[src/rtl/bcd_pkg.sv]
// bcd_pkg: shared widths, limits and FSM state encoding for the binary-to-BCD converter.
package bcd_pkg;
  localparam int BIN_W = 14;
  localparam int DIGITS = 4;
  localparam int MAX_VAL = 9999;
  localparam int CNT_W = 4;
  typedef enum logic [1:0] {IDLE = 2'd0, SHIFT = 2'd1, DONE = 2'd2} state_t;
endpackage

[src/rtl/bcd_add3.sv]
// bcd_add3: double-dabble digit correction, adds 3 when the digit is 5 or more.
module bcd_add3 (
  input  logic [3:0] din_i,
  output logic [3:0] dout_o
);
  assign dout_o = (din_i >= 4'd5) ? din_i + 4'd3 : din_i;
endmodule

[src/rtl/bin_to_bcd.sv]
// bin_to_bcd: sequential 14-bit binary to 4-digit BCD converter, one bit per clock.
// Define BIN_TO_BCD_OVF_EN to saturate inputs above 9999 to 9999 and raise ovf.
module bin_to_bcd
  import bcd_pkg::*;
(
  input  logic             clk,
  input  logic             rst,
  input  logic             start,
  input  logic [BIN_W-1:0] bin,
  output logic             busy,
  output logic             done,
  output logic [3:0]       ones,
  output logic [3:0]       tens,
  output logic [3:0]       hundred,
  output logic [3:0]       thousand,
  output logic             ovf
);
`ifdef BIN_TO_BCD_OVF_EN
  localparam bit OVF_EN = 1'b1;
`else
  localparam bit OVF_EN = 1'b0;
`endif
  state_t                state_q;
  logic [BIN_W-1:0]      sh_q;
  logic [4*DIGITS-1:0]   scr_q, adj, scr_d;
  logic [CNT_W-1:0]      cnt_q;
  logic                  big_q;
  genvar g;
  generate
    for (g = 0; g < DIGITS; g++) begin : g_add3
      bcd_add3 u_add3 (.din_i(scr_q[4*g +: 4]), .dout_o(adj[4*g +: 4]));
    end
  endgenerate
  // The carry out of the thousands digit is dropped, leaving bin mod 10000.
  assign scr_d = {adj[4*DIGITS-2:0], sh_q[BIN_W-1]};
  always_ff @(posedge clk or posedge rst) begin
    if (rst) begin
      state_q <= IDLE;
      sh_q <= '0;
      scr_q <= '0;
      cnt_q <= '0;
      big_q <= 1'b0;
      busy <= 1'b0;
      done <= 1'b0;
      {thousand, hundred, tens, ones} <= '0;
      ovf <= 1'b0;
    end else begin
      done <= 1'b0;
      case (state_q)
        IDLE: if (start) begin
          state_q <= SHIFT;
          sh_q <= bin;
          scr_q <= '0;
          cnt_q <= '0;
          big_q <= bin > BIN_W'(MAX_VAL);
          busy <= 1'b1;
        end
        SHIFT: begin
          scr_q <= scr_d;
          sh_q <= sh_q << 1;
          cnt_q <= cnt_q + 1'b1;
          if (cnt_q == CNT_W'(BIN_W - 1)) state_q <= DONE;
        end
        DONE: begin
          state_q <= IDLE;
          busy <= 1'b0;
          done <= 1'b1;
          {thousand, hundred, tens, ones} <= (OVF_EN && big_q) ? {DIGITS{4'd9}} : scr_q;
          ovf <= OVF_EN && big_q;
        end
        default: state_q <= IDLE;
      endcase
    end
  end
endmodule

[config.mk]
export PLATFORM = sky130hd
export DESIGN_NAME = bin_to_bcd
export DESIGN_NICKNAME = d
export VERILOG_FILES = /design/src/rtl/bcd_pkg.sv /design/src/rtl/bcd_add3.sv /design/src/rtl/bin_to_bcd.sv
export SDC_FILE = /design/constraint.sdc
export NUM_CORES = 1
export LEC_CHECK = 0
export ABC_AREA = 1
export CORE_MARGIN = 3
export CORE_UTILIZATION = 45
export DETAILED_ROUTE_END_ITERATION = 10
export PLACE_DENSITY = 0.7
export SLEW_MARGIN = 30
export SYNTH_ARGS = -nofsm -noshare
export SYNTH_HDL_FRONTEND = slang
export SYNTH_SLANG_ARGS = --single-unit
[constraint.sdc]
create_clock -name clk -period 1.8 [get_ports clk]
set_clock_uncertainty 0.05 [all_clocks]
set_input_delay 0.36 -clock clk [delete_from_list [all_inputs] [get_ports clk]]
set_output_delay 0.36 -clock clk [all_outputs]
set_load 0.01 [all_outputs]
* Word level (Yosys, flattened, before mapping)
Cells that the tools add are included.
Word-level totals: register bits 54, input bits 17, output and inout bits 19, word-level logic and storage cells 46
Operators by class: $add $sub $neg 5, magnitude comparators 4, equality and inequality tests 5, mux-type cells 16, reduce and logical (&&, ||, !) cells 6
Operators with widths (count):
- $pmux W16 S2 | 1
- $pmux W14 S2 | 1
- $ge A4 B3 Y1 const B | 4
- $mux W16 | 1
- $mux W4 | 4
- $mux W14 | 1
- $add A4 B2 Y4 const B | 3
- $pmux W4 S2 | 1
- $reduce_and A2 Y1 | 3
- $add A4 B1 Y4 const B | 1
- $eq A4 B4 Y1 const B | 1
- $mux W2 | 2
- $ne A2 B2 Y1 const B | 2
- $pmux W2 S2 | 1
- $reduce_bool A2 Y1 | 2
- $add A3 B2 Y3 const B | 1
- $mux W3 | 1
- $eq A2 B1 Y1 const B | 1
- $eq A2 B2 Y1 const B | 1
- $logic_not A2 Y1 | 1
- $mux W1 | 2
- $pmux W1 S2 | 1

* Depth between registers and ports, before layout
depth after elaboration 3, depth in mapped cells 8, mapped depth without buffers 8

* By module
Synthesis repeated with hierarchy kept, for this count alone.
Second synthesis, totals: cells, all modules 328, area, all modules 2733.9 µm²
By module, submodules not included:
- bin_to_bcd | instances 1, cells an instance 236, area each 2193.4 µm², seq. area each 1351.3 µm²
- bcd_add3 | instances 4, cells an instance 23, area each 135.1 µm², seq. area each 0.0 µm²

* Worst setup path after synthesis
Ideal clock, no wire load.
kind register to register, start point register scr_q[8], end point register scr_q[10], library setup time 0.117 ns, arrival 1.026 ns, required time 1.633 ns, slack 0.607 ns, cell stages (with the launch flop) 9, buffers on the path 0, period minus slack after synthesis 1.193 ns, path through dfrtp_1 -> inv_1 -> ha_1 -> inv_1 -> nand2_1 -> nand3_1 -> nand2_1 -> nand3_1 -> nand2_1
Between the ends: word-level cells in the longest chain between the ends 3, elaborated cells between the ends (all ways) 4, classes of those cells 1 x add/sub; 1 x order compare; 2 x mux
RTL lines:
- start, declared | RTL line bin_to_bcd.sv:25 | logic [4*DIGITS-1:0] scr_q, adj, scr_d;
- start signal, assigned | RTL line bin_to_bcd.sv:59 | scr_q <= scr_d;
- $add A4 B2 Y4 / $ge A4 B3 Y1 (equally long branches) | RTL line bcd_add3.sv:6 | assign dout_o = (din_i >= 4'd5) ? din_i + 4'd3 : din_i;
- $mux W4 * | RTL line bcd_add3.sv:6
- $pmux W16 S2 * | RTL line bin_to_bcd.sv:49 | case (state_q)
Mark *: on every way between the ends. The rest lies on a longest branch, timed or not. A chain may end at the register's enable or synchronous reset.

* Worst setup path after layout
start point register ones[2], end point output ones[2]
RTL lines:
- start, declared | RTL line bin_to_bcd.sv:12 | output logic [3:0] ones,
- start signal, assigned | RTL line bin_to_bcd.sv:68 | {thousand, hundred, tens, ones} <= (OVF_EN && big_q) ? {DIGITS{4'd9}} : scr_q;
No word-level cell between the ends.

==> results.ini <==
[synthesis]
syn_area_mm2 = 0.002663
synth_common_cells = 97 x nand2_1, 54 x dfrtp_1, 46 x o21ai_0, 40 x inv_1, 22 x nand3_1
ys_top_cells_by_area = dfrtp_1 51%, nand2_1 14%, o21ai_0 8.6%, inv_1 5.6%, ha_1 4.7%
synth_top_area_share_pct = 50.75
yosysMostFrequentCell = nand2_1
synth_area_leader_cell = dfrtp_1
syn_nets = 345
synth_cells = 318
ys_async_sr_fraction_pct = 100.0
syn-mean-instance-area_um2 = 8.373
synth_seq_cells = 54
synth_top_flop_cell = dfrtp_1
ys_warn_count = 0
synth_edf_count = 0
synth_cell_types = 21
ys_seq_area_share_pct = 50.75

[setup_path]
reg2reg_depth = 8
critPathBufInv = 1
worstReg2RegEnd = scr_q[6]
crit_type = reg -> out
cpMaxStageDelayCell = clkdlybuf4s50_1
crit_path_start_kind = flop
path_cells = clkdlybuf4s50_1
rrSetupSlack_ns = 0.40
r2r_start = scr_q[4]
crit_arrival_ns = 1.21
crit_family = buffers and inverters
slowest_delay_ns = 0.54
cp-end-kind = output pin
required_ns = 1.39
critPathMaxFanout = 2

[route]
viasPerCell = 4.995
first_pass_iters = 4
final_antenna_net_count = 0
wire_per_inst_um = 11.25
drtIter0Drc = 87
vias = 2123
drcViolationCount = 0
drt-total-wl_mm = 4.782

[layout]
final_nets = 379
fill_cells = 558
register_area_mm2 = 0.001351
area_growth_pct = 17.29
post_route_cells_drive_above_1_share_pct = 5.666
n_antenna_cell = 0
multi_input_area_mm2 = 0.001022

[sta]
setup_viol = 0
period_minus_slack_ns = 1.619
max_freq_mhz = 617.8
drv_slew = 0
period_share_pct = 89.93
hold_viol_final = 0
fin_hold_ws_ns = 0.2618
tns_ns = 0
rsz0062_at_grt = no

[grt]
antenna_found_initial = 0
grt_max_degree = 43
grt_first_pass_wirelength_mm = 8.314
grt_overflow = 0
grt_pass1_vias = 1929
grt.total_usage_pct = 14.61

[clock_tree]
cts-resized-gates = 0
cts_max_level = 2
cts_tree = built
cts_root_buf = clkbuf_8
clockBufferDepth = 2
cts.reportedPaths.clkPinSlew_ns = 0.09
ctsHoldBuffers = 0
clock-sinks = 54
clkLatencyLatePin_ns = 0.30
cts_setup_buffers = 0
numCtsBuffers = 5

[die]
initial_utilization_pct = 47.48
rows = 27
die_h_um = 82.92
die_x_um = 82.92
core_area_mm2 = 0.005608
io_pins = 36
die_area_mm2 = 0.006876

[run_status]
outcome = finished, final reports clean

[pwr]
power_mw = 4.820
p_leak_nw = 1.539
irDropWorstVdd_uv = 633.2
power_per_cell_area_mw_per_mm2 = 1543

[placed_design]
gp_congestion = 0.8145
io_buffer_count = 34
dp_hpwl_mm = 3.434

[run]
maxCapViolations = 0

[min_path]
hp-class = in -> async

## through the flow
stage | util (%) | setup slack, ns | cells | area, um^2
after floorplan | - | 0.07542 | 318 | 2663
after global placement | 54.06 | 0.2329 | 417 | 3032
after detailed placement | 54.06 | 0.2036 | 417 | 3032
after CTS | 55.69 | 0.1564 | 425 | 3123
after global routing | 55.69 | 0.1227 | 425 | 3123
final | 55.69 | 0.1813 | 425 | 3123
## placed cells by master (no fill, tap or decap)
cell and n:
o21ai_4 1, buf_4 3, inv_2 5, nand2_2 1, nand3_1 22, o21bai_1 2
o22ai_1 3, a21oi_1 2, clkdlybuf4s50_1 34, clkbuf_8 6, nand4_1 8, nand2_1 97
ha_1 10, o21ai_1 9, buf_12 2, o21ai_2 1, inv_1 39, clkbuf_1 1
nor2_1 5, clkinv_2 1, o21ai_0 46, dfrtp_1 54, conb_1 1
## report_power, final
group | switching [mW] | internal [mW] | total, mW
Clock | 0.377 | 0.311 | 0.688
Combinational | 1.28 | 0.876 | 2.16
Sequential | 0.297 | 1.68 | 1.98
Total | 1.95 | 2.87 | 4.82
## worst reg2reg max path: cells and delay by family (launching register included)
family        cells  cell delay (ns)
simple gates      5             0.42
buf+inv           2             0.17
flops             1             0.44
fa+ha+maj         1             0.22
## worst max-delay path by stage
| stage | from | to | slack [ns] | cells past startpoint |
|---|---|---|---|---|
| finish | ones[2] | ones[2] | 0.18 | 1 |
| global route | ones[2] | ones[2] | 0.12 | 1 |
| CTS | ones[2] | ones[2] | 0.16 | 1 |
| detailed placement | start | sh_q[1] | 0.20 | 6 |
| global placement | start | scr_q[12] | 0.23 | 6 |
| floorplan | rst | busy | 0.08 | 1 |
## routing by layer
layer / vias to the layer above / wire length [um] / track usage (%)
li1: 1091 / - / -
met1: 978 / 2238 / 18.22
met2: 47 / 2246 / 24.49
met3: 7 / 213 / 3.373
met4: 0 / 83 / 5.795
met5: - / 0 / 0
## final cells by class
class | count | share of cell area (%)
clock inverter | 1 | 0.1603
clock buffer | 7 | 2.764
tap | 72 | 2.885
timing repair buffer | 39 | 12.90
multi-input combinational | 208 | 32.73
sequential | 54 | 43.27
inverter | 44 | 5.288
## cells by family (layout without fill, tap and decap cells)
logic type	Yosys count	after routing	synth area share (%)
and+or+nand+nor	133	133	20.63
AOI/OAI and AO/OA	64	64	12.92
buffers and inverters	56	91	10.85
DFF	54	54	50.75
adders and majority gates	10	10	4.699
other	1	1	0.1408
## registers in the layout (all words and copies together) (netlist names)
name and flops:
done 1, thousand 4, sh_q 14, busy 1, state_q 2, tens 4
cnt_q 4, ones 4, scr_q 16, hundred 4
Power figures use the tool's default switching activity.
